<file path="config.mk">
export PLATFORM = sky130hd
export DESIGN_NAME = keypad_entry
export DESIGN_NICKNAME = d
export VERILOG_FILES = /design/src/rtl/keypad_entry.sv
export SDC_FILE = /design/constraint.sdc
export NUM_CORES = 1
export LEC_CHECK = 0
export CAP_MARGIN = 20
export CORE_ASPECT_RATIO = 0.7
export CORE_MARGIN = 8
export CORE_UTILIZATION = 44
export CTS_BUF_LIST = sky130_fd_sc_hd__clkbuf_8
export CTS_CLUSTER_SIZE = 12
export DETAILED_ROUTE_END_ITERATION = 8
export HOLD_SLACK_MARGIN = 0.12
export MAX_ROUTING_LAYER = met4
export PLACE_DENSITY = 0.7
export RECOVER_POWER = 50
export SLEW_MARGIN = 25
export SYNTH_ARGS = -nofsm -noshare
export SYNTH_HDL_FRONTEND = slang
export SYNTH_SLANG_ARGS = --single-unit
</file>
<file path="constraint.sdc">
create_clock -name clk -period 7.55 [get_ports clk]
set_input_delay 1.8875 -clock clk [delete_from_list [all_inputs] [get_ports clk]]
set_output_delay 1.8875 -clock clk [all_outputs]
set_load 0.02 [all_outputs]
</file>
<file path="src/rtl/keypad_entry.sv">
// keypad_entry: 4x4 active-low keypad scanner with per-frame debounce and decimal operand entry.
// Build option KEYPAD_BACKSPACE_EN makes '*' a backspace instead of a clear.
module keypad_entry #(
  parameter int ROWS       = 4,
  parameter int COLS       = 4,
  parameter int SCAN_CNT   = 12,
  parameter int DEBOUNCE   = 3,
  parameter int DATA_W     = 11,
  parameter int MAX_DIGITS = 4
) (
  input  logic              clk,
  input  logic              rst_n,
  input  logic [ROWS-1:0]   rows,
  output logic [COLS-1:0]   cols,
  output logic [3:0]        key_code,
  output logic              key_valid,
  output logic [DATA_W-1:0] value,
  output logic [2:0]        digit_cnt,
  output logic [DATA_W-1:0] operand,
  output logic [1:0]        op_code,
  output logic              op_valid,
  output logic              enter,
  output logic              overflow
);

  localparam int RW    = (ROWS > 1) ? $clog2(ROWS) : 1;
  localparam int CW    = (COLS > 1) ? $clog2(COLS) : 1;
  localparam int CNT_W = $clog2(DEBOUNCE + 1);
  localparam int PW    = DATA_W + 4;

  typedef enum logic [1:0] {
    S_RELEASED,
    S_PRESS_WAIT,
    S_HELD,
    S_REL_WAIT
  } state_t;

  // Scan and frame accumulation
  logic [SCAN_CNT-1:0] r_div;
  logic [CW-1:0]       r_col;
  logic [ROWS-1:0]     r_rows_meta;
  logic [ROWS-1:0]     r_rows_sync;
  logic [1:0]          r_hits;
  logic [RW-1:0]       r_hit_row;
  logic [CW-1:0]       r_hit_col;

  logic                w_tick;
  logic                w_col_last;
  logic                w_frame_end;
  logic                w_low_any;
  logic                w_low_many;
  logic [RW-1:0]       w_low_row;
  logic [1:0]          w_hits_nxt;
  logic [RW-1:0]       w_row_nxt;
  logic [CW-1:0]       w_col_nxt;
  logic                w_res_key;
  logic [3:0]          w_res_code;

  // Debounce FSM
  state_t              r_state;
  state_t              w_state_nxt;
  logic [CNT_W-1:0]    r_cnt;
  logic [CNT_W-1:0]    w_cnt_nxt;
  logic [CNT_W-1:0]    w_cnt_inc;
  logic [3:0]          r_cand;
  logic [3:0]          w_cand_nxt;
  logic [3:0]          r_key_code;
  logic                r_key_valid;
  logic                w_accept;
  logic [3:0]          w_accept_code;

  // Operand accumulator
  logic [DATA_W-1:0]   r_value;
  logic [2:0]          r_digit_cnt;
  logic [DATA_W-1:0]   r_operand;
  logic [1:0]          r_op_code;
  logic                r_op_valid;
  logic                r_enter;
  logic                r_overflow;
  logic                w_is_digit;
  logic [PW-1:0]       w_prod;
  logic                w_digit_ok;

  function automatic logic [3:0] key_map(input logic [RW-1:0] row, input logic [CW-1:0] col);
    logic [3:0] idx;
    idx = {2'(row), 2'(col)};
    key_map = 4'd0;
    case (idx)
      4'd0:  key_map = 4'd1;
      4'd1:  key_map = 4'd2;
      4'd2:  key_map = 4'd3;
      4'd3:  key_map = 4'd10;
      4'd4:  key_map = 4'd4;
      4'd5:  key_map = 4'd5;
      4'd6:  key_map = 4'd6;
      4'd7:  key_map = 4'd11;
      4'd8:  key_map = 4'd7;
      4'd9:  key_map = 4'd8;
      4'd10: key_map = 4'd9;
      4'd11: key_map = 4'd12;
      4'd12: key_map = 4'd14;
      4'd13: key_map = 4'd0;
      4'd14: key_map = 4'd15;
      default: key_map = 4'd13;
    endcase
  endfunction

  assign w_tick      = &r_div;
  assign w_col_last  = (r_col == CW'(COLS - 1));
  assign w_frame_end = w_tick && w_col_last;
  assign cols        = ~(COLS'(1) << r_col);

  always_comb begin
    w_low_any  = 1'b0;
    w_low_many = 1'b0;
    w_low_row  = '0;
    for (int r = 0; r < ROWS; r++) begin
      if (!r_rows_sync[r]) begin
        if (w_low_any) w_low_many = 1'b1;
        w_low_any = 1'b1;
        w_low_row = RW'(r);
      end
    end
  end

  // r_hits: 0 = nothing seen, 1 = exactly one key, 2 = more than one key
  always_comb begin
    w_hits_nxt = r_hits;
    w_row_nxt  = r_hit_row;
    w_col_nxt  = r_hit_col;
    if (w_low_many) begin
      w_hits_nxt = 2'd2;
    end else if (w_low_any) begin
      if (r_hits == 2'd0) begin
        w_hits_nxt = 2'd1;
        w_row_nxt  = w_low_row;
        w_col_nxt  = r_col;
      end else begin
        w_hits_nxt = 2'd2;
      end
    end
  end

  assign w_res_key  = (w_hits_nxt == 2'd1);
  assign w_res_code = key_map(w_row_nxt, w_col_nxt);

  // rows is an off-chip async input; two flops settle well within one scan tick
  always_ff @(posedge clk) begin
    if (!rst_n) begin
      r_div       <= '0;
      r_col       <= '0;
      r_rows_meta <= '1;
      r_rows_sync <= '1;
      r_hits      <= 2'd0;
      r_hit_row   <= '0;
      r_hit_col   <= '0;
    end else begin
      r_div       <= r_div + SCAN_CNT'(1);
      r_rows_meta <= rows;
      r_rows_sync <= r_rows_meta;
      if (w_tick) begin
        r_col <= w_col_last ? '0 : r_col + CW'(1);
        if (w_col_last) begin
          r_hits <= 2'd0;
        end else begin
          r_hits    <= w_hits_nxt;
          r_hit_row <= w_row_nxt;
          r_hit_col <= w_col_nxt;
        end
      end
    end
  end

  assign w_cnt_inc = r_cnt + CNT_W'(1);

  always_comb begin
    w_state_nxt   = r_state;
    w_cnt_nxt     = r_cnt;
    w_cand_nxt    = r_cand;
    w_accept      = 1'b0;
    w_accept_code = r_cand;
    if (w_frame_end) begin
      case (r_state)
        S_RELEASED: begin
          if (w_res_key) begin
            w_cand_nxt = w_res_code;
            w_cnt_nxt  = CNT_W'(1);
            if (DEBOUNCE <= 1) begin
              w_state_nxt   = S_HELD;
              w_accept      = 1'b1;
              w_accept_code = w_res_code;
            end else begin
              w_state_nxt = S_PRESS_WAIT;
            end
          end
        end
        S_PRESS_WAIT: begin
          if (w_res_key && (w_res_code == r_cand)) begin
            w_cnt_nxt = w_cnt_inc;
            if (w_cnt_inc >= CNT_W'(DEBOUNCE)) begin
              w_state_nxt = S_HELD;
              w_accept    = 1'b1;
            end
          end else begin
            w_state_nxt = S_RELEASED;
          end
        end
        S_HELD: begin
          if (!w_res_key) begin
            w_cnt_nxt   = CNT_W'(1);
            w_state_nxt = (DEBOUNCE <= 1) ? S_RELEASED : S_REL_WAIT;
          end
        end
        S_REL_WAIT: begin
          if (!w_res_key) begin
            w_cnt_nxt = w_cnt_inc;
            if (w_cnt_inc >= CNT_W'(DEBOUNCE)) w_state_nxt = S_RELEASED;
          end else begin
            w_state_nxt = S_HELD;
          end
        end
        default: w_state_nxt = S_RELEASED;
      endcase
    end
  end

  always_ff @(posedge clk) begin
    if (!rst_n) begin
      r_state     <= S_RELEASED;
      r_cnt       <= '0;
      r_cand      <= 4'd0;
      r_key_code  <= 4'd0;
      r_key_valid <= 1'b0;
    end else begin
      r_state     <= w_state_nxt;
      r_cnt       <= w_cnt_nxt;
      r_cand      <= w_cand_nxt;
      r_key_valid <= w_accept;
      if (w_accept) r_key_code <= w_accept_code;
    end
  end

  // Product is formed 4 bits wider so value*10+d cannot wrap before the range check
  assign w_is_digit = (r_key_code <= 4'd9);
  assign w_prod     = PW'(r_value) * PW'(10) + PW'(r_key_code);
  assign w_digit_ok = (r_digit_cnt < 3'(MAX_DIGITS)) && (w_prod <= {4'b0, {DATA_W{1'b1}}});

  always_ff @(posedge clk) begin
    if (!rst_n) begin
      r_value     <= '0;
      r_digit_cnt <= 3'd0;
      r_operand   <= '0;
      r_op_code   <= 2'd0;
      r_op_valid  <= 1'b0;
      r_enter     <= 1'b0;
      r_overflow  <= 1'b0;
    end else begin
      r_op_valid <= 1'b0;
      r_enter    <= 1'b0;
      r_overflow <= 1'b0;
      if (r_key_valid) begin
        if (w_is_digit) begin
          if (w_digit_ok) begin
            r_value     <= w_prod[DATA_W-1:0];
            r_digit_cnt <= r_digit_cnt + 3'd1;
          end else begin
            r_overflow <= 1'b1;
          end
        end else begin
          case (r_key_code)
            4'd14: begin
`ifdef KEYPAD_BACKSPACE_EN
              if (r_digit_cnt != 3'd0) begin
                r_value     <= r_value / DATA_W'(10);
                r_digit_cnt <= r_digit_cnt - 3'd1;
              end
`else
              r_value     <= '0;
              r_digit_cnt <= 3'd0;
`endif
            end
            4'd15: begin
              r_operand   <= r_value;
              r_enter     <= 1'b1;
              r_value     <= '0;
              r_digit_cnt <= 3'd0;
            end
            default: begin
              r_operand   <= r_value;
              r_op_code   <= 2'(r_key_code - 4'd10);
              r_op_valid  <= 1'b1;
              r_value     <= '0;
              r_digit_cnt <= 3'd0;
            end
          endcase
        end
      end
    end
  end

  assign key_code  = r_key_code;
  assign key_valid = r_key_valid;
  assign value     = r_value;
  assign digit_cnt = r_digit_cnt;
  assign operand   = r_operand;
  assign op_code   = r_op_code;
  assign op_valid  = r_op_valid;
  assign enter     = r_enter;
  assign overflow  = r_overflow;

endmodule
</file>
### Word level (Yosys, flattened, before mapping)

Memories as Yosys holds them, arrays and structs flattened.
Cells that the tools add are included.
Widths: inputs -> output; s select.

* flip-flop bits (word level): 71
* memory bits (read-only): 64
* input bits: 6
* output and inout port bits: 39
* logic and storage cells: 115
* memories kept: 1

Memories
* (name not given): words 16, bits a word 4, read ports 1, clocked after memory_dff 0, write ports 0, line 88 `case (idx)`

* add/sub/neg operators: 6
* multipliers: 1
* $lt $le $gt $ge: 4
* eq/ne operators: 15
* shift-type cells: 1
* mux-type cells: 45
* bitwise operators: 7
* reductions and logical operators: 16

Operator list (number)
* $mux 2: 22
* $mux 11: 2
* $mux 1: 17
* $pmux 2 s4: 2
* $add 15x4->15: 1
* $le 15x11->1 const B: 1
* $mul 11x3->14 const B: 1
* $reduce_and 13->1: 1
* $add 12x1->12 const B: 1
* $reduce_and 12->1: 1
* $reduce_and 3->1: 4
* $reduce_and 5->1: 2
* $eq 4x4->1 const B: 2
* $ne 2x2->1 const B: 4
* $eq 2x2->1 const B: 3
* $mux 3: 2
* $ne 3x3->1 const B: 2
* $not 1->1: 6
* $add 2x1->2 const B: 2
* $eq 2x1->1 const B: 2
* $eq 4x4->1: 1
* $le 4x4->1 const B: 1
* $logic_not 2->1: 2
* $not 4->4: 1
* 10 further kinds: 12

### Logic depth before layout (Yosys ltp)

Gate-level depths: netlist of the first run.
An unclocked memory read counts as a cell.

* depth in word-level cells: 13
* depth in mapped cells: 13
* depth with buffers taken out: 12

### Worst setup path before layout of the first run

OpenSTA, ideal clock, no wires.

* path type: reg-to-reg
* start: reg r_value[1], in the netlist value[1]
* end: reg r_value[2], in the netlist value[2]
* setup time: 0.072 ns
* arrival: 3.489 ns
* required time: 7.478 ns
* slack: 3.990 ns
* cell stages (with the launch flop): 13
* path buffers: 1
* clock period less this slack: 3.560 ns
* cell sequence: dfxtp_1 > ha_1 > ha_1 > fa_1 > a21o_1 > a21oi_1 > xnor2_1 > nand3_1 > nor4_1 > a21oi_1 > o2111ai_2 > buf_2 > mux2i_1

* cells in the longest elaborated chain, start to end: 6
* elaborated cells between the ends (all ways): 8
* classes of those cells: 1 x add/sub; 1 x mul; 1 x order compare; 1 x eq/ne; 2 x mux; 2 x reduce/logical

Ends and longest elaborated chain
* start: declaration: line 73 `logic [DATA_W-1:0] r_value;`
* start signal: assignment: line 264 `r_value <= w_prod[DATA_W-1:0];`
* $mul 11x3->14 (*): line 245 `assign w_prod = PW'(r_value) * PW'(10) + PW'(r_key_code);`
* $add 15x4->15 (*): line 245
* $le 15x11->1: line 246 `assign w_digit_ok = (r_digit_cnt < 3'(MAX_DIGITS)) && (w_prod <= {4'b0, {DATA_W{1'b1}}});`
* $logic_and 1x1->1: line 246
* $ne 2x1->1 (no source line)
* $reduce_and 2->1 (no source line)

Every way passes the cells marked *; elsewhere a longest branch is shown, timed or not. The select of a mux whose other input is x is not followed.
A chain may end at the register's enable or synchronous reset.

==> key figures, run 1 <==
Outcome
  – Outcome: complete, but fails checks
  – Failing checks: capacitance limit, slew limit

Setup path
  – Crit end category: flip-flop
  – Largest fanout on the critical path: 44
  – Type of origin of the critical path: input pin
  – CP Data Required Time: 7.77 ns
  – Reg2Reg Depth: 11
  – Worst EP arrival: 4.63 ns
  – Setup CP Type: in -> reg

GRT
  – GRT Total Usage: 0.160
  – Met2 Usage GRT: 0.217
  – Layer with the highest usage: met1
  – Grt ovf: 0
  – Initial antenna violation count: 0
  – First-pass GRT wire length: 17,000 µm
  – GR Util met3: 0.0366
  – GRT met1 Usage: 0.230
  – Largest net degree at the start of global routing: 45
  – Vias in the first global route: 3,343

Pwr
  – Sw power: 0.180 mW
  – Peak VDD IR: 0.0000877 V
  – Static Leakage: 2.13 nW
  – Sw Share: 0.230
  – PD cells: 154 nW/µm²
  – Clock power share: 0.443
  – Comb pwr share: 0.068
  – Reg power frac: 0.488
  – P_int: 0.602 mW

Synthesis
  – Sequential element share of the synthesized area: 0.329
  – Cells after Synth: 487
  – Asr flop ratio synth: 0
  – Number of synthesis warnings: 0
  – Post-synth top area cell: dfxtp_1
  – Yosys top cell area share: 0.329
  – Number of distinct library cells after synthesis: 79
  – Primary FF master, synth: dfxtp_1
  – Synthesized cell area: 4310 µm²
  – Top post-synthesis cells by area: dfxtp_1 (33%), ha_1 (9.3%), mux2i_1 (7.0%), nor2_1 (4.7%), nand2_1 (4.3%)
  – Synthesized flop and latch total: 71
  – EDFF count, synth: 0
  – Avg Cell Area, Syn: 8.86 µm²
  – Syn nets: 527

Timing
  – Post-route setup slack: 3.14 ns
  – Fin Hold WS: 0.408 ns
  – Period utilisation layout: 0.584
  – RSZ-0062 raised after global routing: false
  – Slew headroom: -0.300
  – Minimum clock period: 4.41 ns
  – # setup viols final: 0
  – Fmax: 0.227 GHz
  – Final clock skew: 0.00904 ns
  – Final hold vios: 0
  – Fin Setup TNS: 0 ns
  – Slew Viols, Final: 45
  – Worst-margin pin slew: 1.95 ns

Clock network
  – Clock transition at path regs: 0.08 ns
  – Clock sinks: 71
  – CTS buffer count: 9
  – Setup Fix Bufs, Post-CTS: 0
  – Hold-fix buffers, CTS: 0
  – Clock Tree Root: clkbuf_8
  – Htree depth: 3
  – Post-CTS sizing: 0
  – Clk buf depth: 2
  – TritonCTS clock tree: yes
  – Worst-Skew Late Latency: 0.34 ns

Hold path
  – Hold WC Path Type: reg -> reg
  – Hold path cells: 1

Drt
  – 1st-pass router iterations: 4
  – DR iter-0 viols: 294
  – WL final: 10,200 µm
  – Post-DR wirelength/cell: 15.5 µm
  – Final ANT Viol Nets: 0
  – DRC errors left: 0
  – DR vias: 3,559
  – Vias per Instance: 5.40

Placed design
  – Placed cell count: 643
  – Pre-CTS setup slack: 3.51 ns
  – GPL Wtd Cong: 0.890
  – HPWL after DPL: 7650 µm
  – Port buffer count: 44
  – Cell Area, Placed: 4840 µm²

Floorplanning
  – # IOs: 45
  – Die area: 13,300 µm²
  – Core area: 9610 µm²
  – Die height: 98.8 µm
  – Initial Utilization: 0.449
  – Chip width: 134 µm
  – Row count: 30

Final layout
  – Diode count: 0
  – Post-layout instance area: 5070 µm²
  – Layout net count: 566
  – Non-Filler Instances: 659
  – Most frequent cells in the layout: dfxtp_1 (71), nor2_1 (54), nand2_1 (49)
  – Share of cells above drive strength 1: 0.0772
  – Commonest non-fill, non-tap cell in the layout: dfxtp_1
  – Area Overhead vs Synth: 17.5%

Run
  – Total of max-cap violations: 1
==> synth_stat cells (3+ instances only) <==
cell type / count
clkbuf_1: 10
nand2b_1: 13
a211o_1: 3
nand2_1: 49
mux2i_1: 30
nand3_1: 7
inv_1: 20
o21ai_0: 12
ha_1: 32
a21o_1: 5
dfxtp_1: 71
o211ai_1: 8
o31ai_1: 6
and3_1: 7
or3_1: 6
xnor2_1: 11
a21oi_1: 21
o211a_1: 3
nand4_1: 6
buf_4: 4
nor3_1: 11
xor2_1: 15
o31a_1: 4
and2_1: 5
nor4_1: 7
a31oi_1: 3
nor2_1: 54
==> cell families (layout without fill, tap and decap cells) <==
logic type      count (synthesis)  count (layout)  share of synthesized area
compound gates                 95              95                      0.168
flops                          71              71                      0.329
mux                            31              31                     0.0722
xor+xnor                       28              28                     0.0603
simple gates                  188             188                      0.224
buf+inv                        39              83                     0.0412
fa+ha+maj                      35              35                      0.104
==> flip-flops by register name, summed over array words and instances (netlist names), 3 cells and up <==
| name | count |
|---|---|
| r_div | 12 |
| value | 11 |
| r_rows_meta | 4 |
| r_rows_sync | 4 |
| operand | 11 |
| r_cand | 4 |
| key_code | 4 |
| digit_cnt | 3 |
==> layout make-up <==
cell class	count	area [µm²]
Clock buffer	11	151
Clock inverter	5	80.1
Fill cell	887	4540
Inverter	21	78.8
Multi-Input combinational cell	377	2730
Sequential cell	71	1420
Tap cell	128	160
Timing Repair Buffer	46	452
==> path summary, 6_finish.rpt <==
path                                      from             end  slack (ns)
worst max register to register        value[1]        value[0]        3.55
worst min-delay path            r_rows_meta[1]  r_rows_sync[1]        0.41
worst max-delay path                     rst_n        r_cnt[0]        3.14
worst min register to register  r_rows_meta[1]  r_rows_sync[1]        0.41
==> worst max-delay path, cell delays in order <==
cell	delay (ns)
dlygate4sd3_1	0.79
inv_1	0.19
clkbuf_1	1.42
a221o_1	0.28
a221oi_2	0.04
==> power by group through the flow <==
stage | Combinational [mW] | Clock (mW) | Sequential (mW)
after floorplan | 0.0439 | 0 | 0.388
after global placement | 0.0521 | 0 | 0.390
after detailed placement | 0.0536 | 0 | 0.390
after CTS | 0.0536 | 0.355 | 0.381
after global routing | 0.0589 | 0.372 | 0.382
final | 0.0535 | 0.346 | 0.381
==> metrics by stage <==
stage,power [mW],util
2_1_floorplan,0.431,-
3_3_place_gp,0.442,0.503
3_5_place_dp,0.444,0.503
4_1_cts,0.790,0.527
5_1_grt,0.813,0.528
6_report,0.781,0.528
==> routing by layer <==
layer | up-vias | wire length, µm
met5 | - | 0
met2 | 87 | 4210
met4 | 0 | 49
met1 | 1650 | 5370
met3 | 2 | 568
li1 | 1820 | -
Note: power is estimated with default switching activity, not from simulation.
==> run 2: changes to the inputs <==
--- a/config.mk
+++ b/config.mk
@@ -14,7 +14,7 @@
 export DETAILED_ROUTE_END_ITERATION = 8
 export HOLD_SLACK_MARGIN = 0.12
 export MAX_ROUTING_LAYER = met4
-export PLACE_DENSITY = 0.7
+export PLACE_DENSITY = 0.73
 export RECOVER_POWER = 50
 export SLEW_MARGIN = 25
 export SYNTH_ARGS = -nofsm -noshare
==> constraint.sdc (replaced) <==
create_clock -name clk -period 3.7 [get_ports clk]
set_input_delay 0.925 -clock clk [delete_from_list [all_inputs] [get_ports clk]]
set_output_delay 0.925 -clock clk [all_outputs]
set_load 0.02 [all_outputs]
==> run 2 against run 1 <==
  * The flow now finishes without violations
  * Final area grew 0.32%
  * Clock-buffer cell count shrank 2
  * Worst hold slack gained 0.0022 ns
  * Wire length grew 0.60%
  * Core utilization grew 0.17 points
  * Global-route usage grew 0.077 points
  * Register-to-register slack lost 3.2 ns
  * Non-clock buffer count grew 10
  * Clock skew grew 0.00070 ns
  * Sequential cell count is the same
  * Critical path type is now reg -> reg
  * Critical endpoint is now value[6]
==> key figures, run 2 (synthesis results as in run 1) <==
Drt
  – Post-DR wirelength/cell: 15.3 µm
  – WL final: 10,300 µm
  – WL met2: 4270 µm
  – DRC errors left: 0
  – WL met1: 5250 µm
  – Vias per Instance: 5.48
  – Final ANT Viol Nets: 0
  – DR iter-0 viols: 212
  – DR WL met3: 629 µm
  – DR top layer: met4
  – 1st-pass router iterations: 4
  – DR vias: 3,663

Placed design
  – Cell Area, Placed: 4910 µm²
  – Port buffer count: 44
  – HPWL after DPL: 7820 µm
  – Placed cell count: 653
  – GPL Wtd Cong: 0.881

Timing
  – Fin Hold WS: 0.410 ns
  – Final clock skew: 0.00975 ns
  – # setup viols final: 0
  – RSZ-0062 raised after global routing: false
  – Worst-margin pin slew: 0.748 ns
  – Slew headroom: 0.501
  – Fmax: 0.295 GHz
  – Minimum clock period: 3.39 ns
  – Period utilisation layout: 0.917
  – Slew Viols, Final: 0
  – Fin Setup TNS: 0 ns
  – Final hold vios: 0

Pwr
  – P_int: 1.06 mW
  – Reg power frac: 0.538
  – Sw power: 0.384 mW
  – Peak VDD IR: 0.000142 V
  – Static Leakage: 2.14 nW
  – Sw Share: 0.266
  – Comb pwr share: 0.081
  – Clock power share: 0.381
  – PD cells: 284 nW/µm²

Final layout
  – Non-Filler Instances: 669
  – Max reg flops: 12
  – Most frequent cells in the layout: dfxtp_1 (71), nor2_1 (54), nand2_1 (49)
  – Diode count: 0
  – Largest reg by FF count: r_div
  – Fill cells: 891
  – Layout net count: 576
  – Post-layout instance area: 5090 µm²
  – Commonest non-fill, non-tap cell in the layout: dfxtp_1
  – Area Overhead vs Synth: 17.9%
  – Share of cells above drive strength 1: 0.0924

GRT
  – Initial antenna violation count: 0
  – Vias in the first global route: 3,474
  – Grt ovf: 0
  – Largest net degree at the start of global routing: 27
  – First-pass GRT wire length: 17,300 µm
  – GRT Total Usage: 0.161

Setup path
  – Setup CP Type: reg -> reg
  – Crit end category: flip-flop
  – Worst EP arrival: 3.63 ns
  – Reg2Reg Depth: 12
  – CP Data Required Time: 3.94 ns
  – Type of origin of the critical path: flip-flop
  – Largest fanout on the critical path: 8

Clock network
  – TritonCTS clock tree: yes
  – Post-CTS sizing: 0
  – Worst-Skew Late Latency: 0.35 ns
  – Setup Fix Bufs, Post-CTS: 0
  – Clk buf depth: 2
  – Clock sinks: 71
  – Htree depth: 3
  – Hold-fix buffers, CTS: 0
  – Clock Tree Root: clkbuf_8
  – Clock transition at path regs: 0.08 ns
  – CTS buffer count: 9

Hold path
  – Hold path cells: 1
  – Hold WC Path Type: reg -> reg

Floorplanning
  – Row count: 30
  – Core area: 9610 µm²
  – Die area: 13,300 µm²
  – Chip width: 134 µm
  – Initial Utilization: 0.449
  – # IOs: 45
  – Die height: 98.8 µm

Outcome
  – Outcome: complete, no violations

Run
  – Total of max-cap violations: 0
-- run 2: metrics by stage --
stage | setup WS [ns] | util | power, mW
after global placement | 0.396 | 0.511 | 0.907
final | 0.308 | 0.529 | 1.44
after CTS | 0.313 | 0.529 | 1.46
after floorplan | 0.140 | - | 0.880
after global routing | 0.113 | 0.529 | 1.50
after detailed placement | 0.372 | 0.511 | 0.911
-- run 2: path summary, 6_finish.rpt --
path	startpoint	endpoint	slack, ns
min	r_rows_meta[2]	r_rows_sync[2]	0.41
min reg2reg	r_rows_meta[2]	r_rows_sync[2]	0.41
max reg2reg	value[1]	value[6]	0.31
max	value[1]	value[6]	0.31
-- run 2: routing by layer --
metal | GRT usage | vias up
li1 | - | 1842
met1 | 0.225 | 1714
met2 | 0.227 | 95
met3 | 0.0325 | 12
met4 | 0.0499 | 0
met5 | - | -
-- run 2: cell type report --
| cell class | instances | area, µm² | area share |
|---|---|---|---|
| flip-flops and latches | 71 | 1420 | 0.279 |
| inverters | 21 | 78.8 | 0.0155 |
| multi-input cells | 377 | 2730 | 0.536 |
| well taps | 128 | 160 | 0.0315 |
| clock buffers | 9 | 124 | 0.0244 |
| clock inverters | 7 | 48.8 | 0.00959 |
| repair buffers | 56 | 527 | 0.104 |
-- run 2: power by group through the flow --
stage               clock, mW  sequential (mW)  combinational, mW
global route            0.599            0.778              0.128
detailed placement          0            0.795              0.116
CTS                     0.564            0.777              0.117
finish                  0.549            0.777              0.117
floorplan                   0            0.791             0.0896
global placement            0            0.794              0.113
-- run 2: worst max-delay path, cell delays in order (launching register included) --
cell and delay, ns:
dfxtp_1 0.32, ha_1 0.30, ha_1 0.24, fa_1 0.45, a21o_1 0.19, a21oi_1 0.24
xnor2_1 0.21, nand3_1 0.15, nor4_1 0.38, o2111a_1 0.29, o2111ai_2 0.13, buf_4 0.24
mux2i_1 0.13
==> run 3: changes to the inputs <==
--- a/config.mk
+++ b/config.mk
@@ -8,13 +8,12 @@
 export CAP_MARGIN = 20
 export CORE_ASPECT_RATIO = 0.7
 export CORE_MARGIN = 8
-export CORE_UTILIZATION = 44
+export CORE_UTILIZATION = 46
 export CTS_BUF_LIST = sky130_fd_sc_hd__clkbuf_8
-export CTS_CLUSTER_SIZE = 12
 export DETAILED_ROUTE_END_ITERATION = 8
 export HOLD_SLACK_MARGIN = 0.12
 export MAX_ROUTING_LAYER = met4
-export PLACE_DENSITY = 0.73
+export PLACE_DENSITY = 0.75
 export RECOVER_POWER = 50
 export SLEW_MARGIN = 25
 export SYNTH_ARGS = -nofsm -noshare
==> run 3 against run 2 <==
  * Cell count fell by 0.90%
  * Core utilization increased by 3.0 points
  * Sequential share of layout area is essentially flat
  * Global-route usage is 0.53 points higher
  * Clock power rose by 14%
  * Final area up 0.12%
  * Non-clock buffer count down 2
==> key figures, run 3 (synthesis results as in run 1) <==
Final layout
  – Max reg flops: 12
  – Share of cells above drive strength 1: 0.0891
  – Commonest non-fill, non-tap cell in the layout: dfxtp_1
  – Area Overhead vs Synth: 18.0%
  – Fill cells: 804
  – Largest reg by FF count: r_div
  – Layout net count: 574
  – Most frequent cells in the layout: dfxtp_1 (71), nor2_1 (54), nand2_1 (49)
  – Post-layout instance area: 5090 µm²
  – Diode count: 0

Floorplanning
  – # IOs: 45
  – Row count: 29
  – Die height: 97.0 µm
  – Core area: 9110 µm²
  – Initial Utilization: 0.474
  – Chip width: 132 µm
  – Die area: 12,800 µm²

GRT
  – Grt ovf: 0
  – GRT Total Usage: 0.167
  – Vias in the first global route: 3,394
  – First-pass GRT wire length: 17,200 µm
  – Largest net degree at the start of global routing: 26
  – Initial antenna violation count: 0

Timing
  – Worst-margin pin slew: 1.08 ns
  – Slew Viols, Final: 0
  – Slew headroom: 0.282
  – RSZ-0062 raised after global routing: false
  – Fin Hold WS: 0.411 ns
  – Period utilisation layout: 0.942
  – Fmax: 0.287 GHz
  – Minimum clock period: 3.48 ns
  – Fin Setup TNS: 0 ns
  – Final clock skew: 0.00965 ns
  – Final hold vios: 0
  – # setup viols final: 0

Clock network
  – Setup Fix Bufs, Post-CTS: 0
  – Htree depth: 3
  – CTS buffer count: 9
  – Clock Tree Root: clkbuf_8
  – Clk buf depth: 2
  – TritonCTS clock tree: yes
  – Clock sinks: 71
  – Clock transition at path regs: 0.08 ns
  – Worst-Skew Late Latency: 0.36 ns

Drt
  – WL final: 10,300 µm
  – DR vias: 3,658
  – DRC errors left: 0
  – 1st-pass router iterations: 4
  – DR iter-0 viols: 267
  – Post-DR wirelength/cell: 15.6 µm
  – Final ANT Viol Nets: 0
  – Vias per Instance: 5.52

Outcome
  – Outcome: complete, no violations

Hold path
  – Hold path cells: 1
  – Startpoint of the worst hold path: r_rows_meta[3]
  – Hold WC Path Type: reg -> reg
  – Hold worst-path end: r_rows_sync[3]

Setup path
  – Largest fanout on the critical path: 14
  – Worst r2r src: value[1]
  – CP Data Required Time: 3.94 ns
  – Crit end category: flip-flop
  – Reg2reg setup slack: 0.22 ns
  – Type of origin of the critical path: flip-flop
  – Reg2Reg Depth: 12
  – Setup CP Type: reg -> reg
  – RR Endpoint: value[6]
  – Worst EP arrival: 3.73 ns

Pwr
  – Final Total Pwr: 1.52 mW
  – Static Leakage: 2.15 nW
  – PD cells: 298 nW/µm²
  – Peak VDD IR: 0.000180 V

Placed design
  – Port buffer count: 44
  – HPWL after DPL: 7710 µm
  – GPL Wtd Cong: 0.885
  – Cell Area, Placed: 4890 µm²

Run
  – Total of max-cap violations: 0
## run 3: critical path, stage by stage, from the launching register on
cell	delay, ns
dfxtp_1	0.32
ha_1	0.31
ha_1	0.25
fa_1	0.47
a21o_1	0.20
a21oi_1	0.28
xnor2_1	0.22
nand3_1	0.18
nor4_2	0.34
o2111a_1	0.28
o2111ai_2	0.11
buf_4	0.25
mux2i_1	0.15
## run 3: how the worst max path moves through the flow
stage / startpoint / end / slack (ns) / cells past startpoint
after detailed placement: value[1] / value[6] / 0.24 / 12
after global placement: value[1] / value[3] / 0.36 / 12
after global routing: value[1] / value[9] / 0.04 / 12
after CTS: value[1] / digit_cnt[2] / 0.19 / 12
final: value[1] / value[6] / 0.22 / 12
after floorplan: value[1] / value[2] / 0.14 / 12
## run 3: layer usage
metal,vias up,wire length [µm],GRT usage
met5,-,0,-
met1,1732,5540,0.233
li1,1831,-,-
met2,88,4220,0.229
met4,0,77,0.0422
met3,7,484,0.0455
## run 3: repair_timing
action | CTS | global route
endpoints found under the setup margin | 0 | 1
hold buffers | 0 | 0
resized for setup | 0 | 1
## run 3: power breakdown
group	leakage, nW	switching, mW	internal [mW]	total, mW
Clock	0.101	0.313	0.312	0.625
Sequential	0.574	0.00692	0.770	0.777
Combinational	1.47	0.0694	0.0458	0.115
## run 3: stage by stage
| step | cells | util | worst slack [ns] |
|---|---|---|---|
| 3_3_place_gp | 647 | 0.537 | 0.358 |
| 5_1_grt | 663 | 0.559 | 0.0389 |
| 4_1_cts | 663 | 0.559 | 0.194 |
| 6_report | 663 | 0.559 | 0.216 |
| 3_5_place_dp | 647 | 0.537 | 0.236 |
| 2_1_floorplan | 487 | - | 0.140 |
## run 3: layout make-up
class                           instances  area [µm²]  share of cell area
Clock buffer                            9         124              0.0243
Clock inverter                          7        72.6              0.0143
Inverter                               21        78.8              0.0155
Multi-Input combinational cell        377        2730               0.537
Sequential cell                        71        1420               0.279
Tap cell                              124         155              0.0305
Timing Repair Buffer                   54         508              0.0998
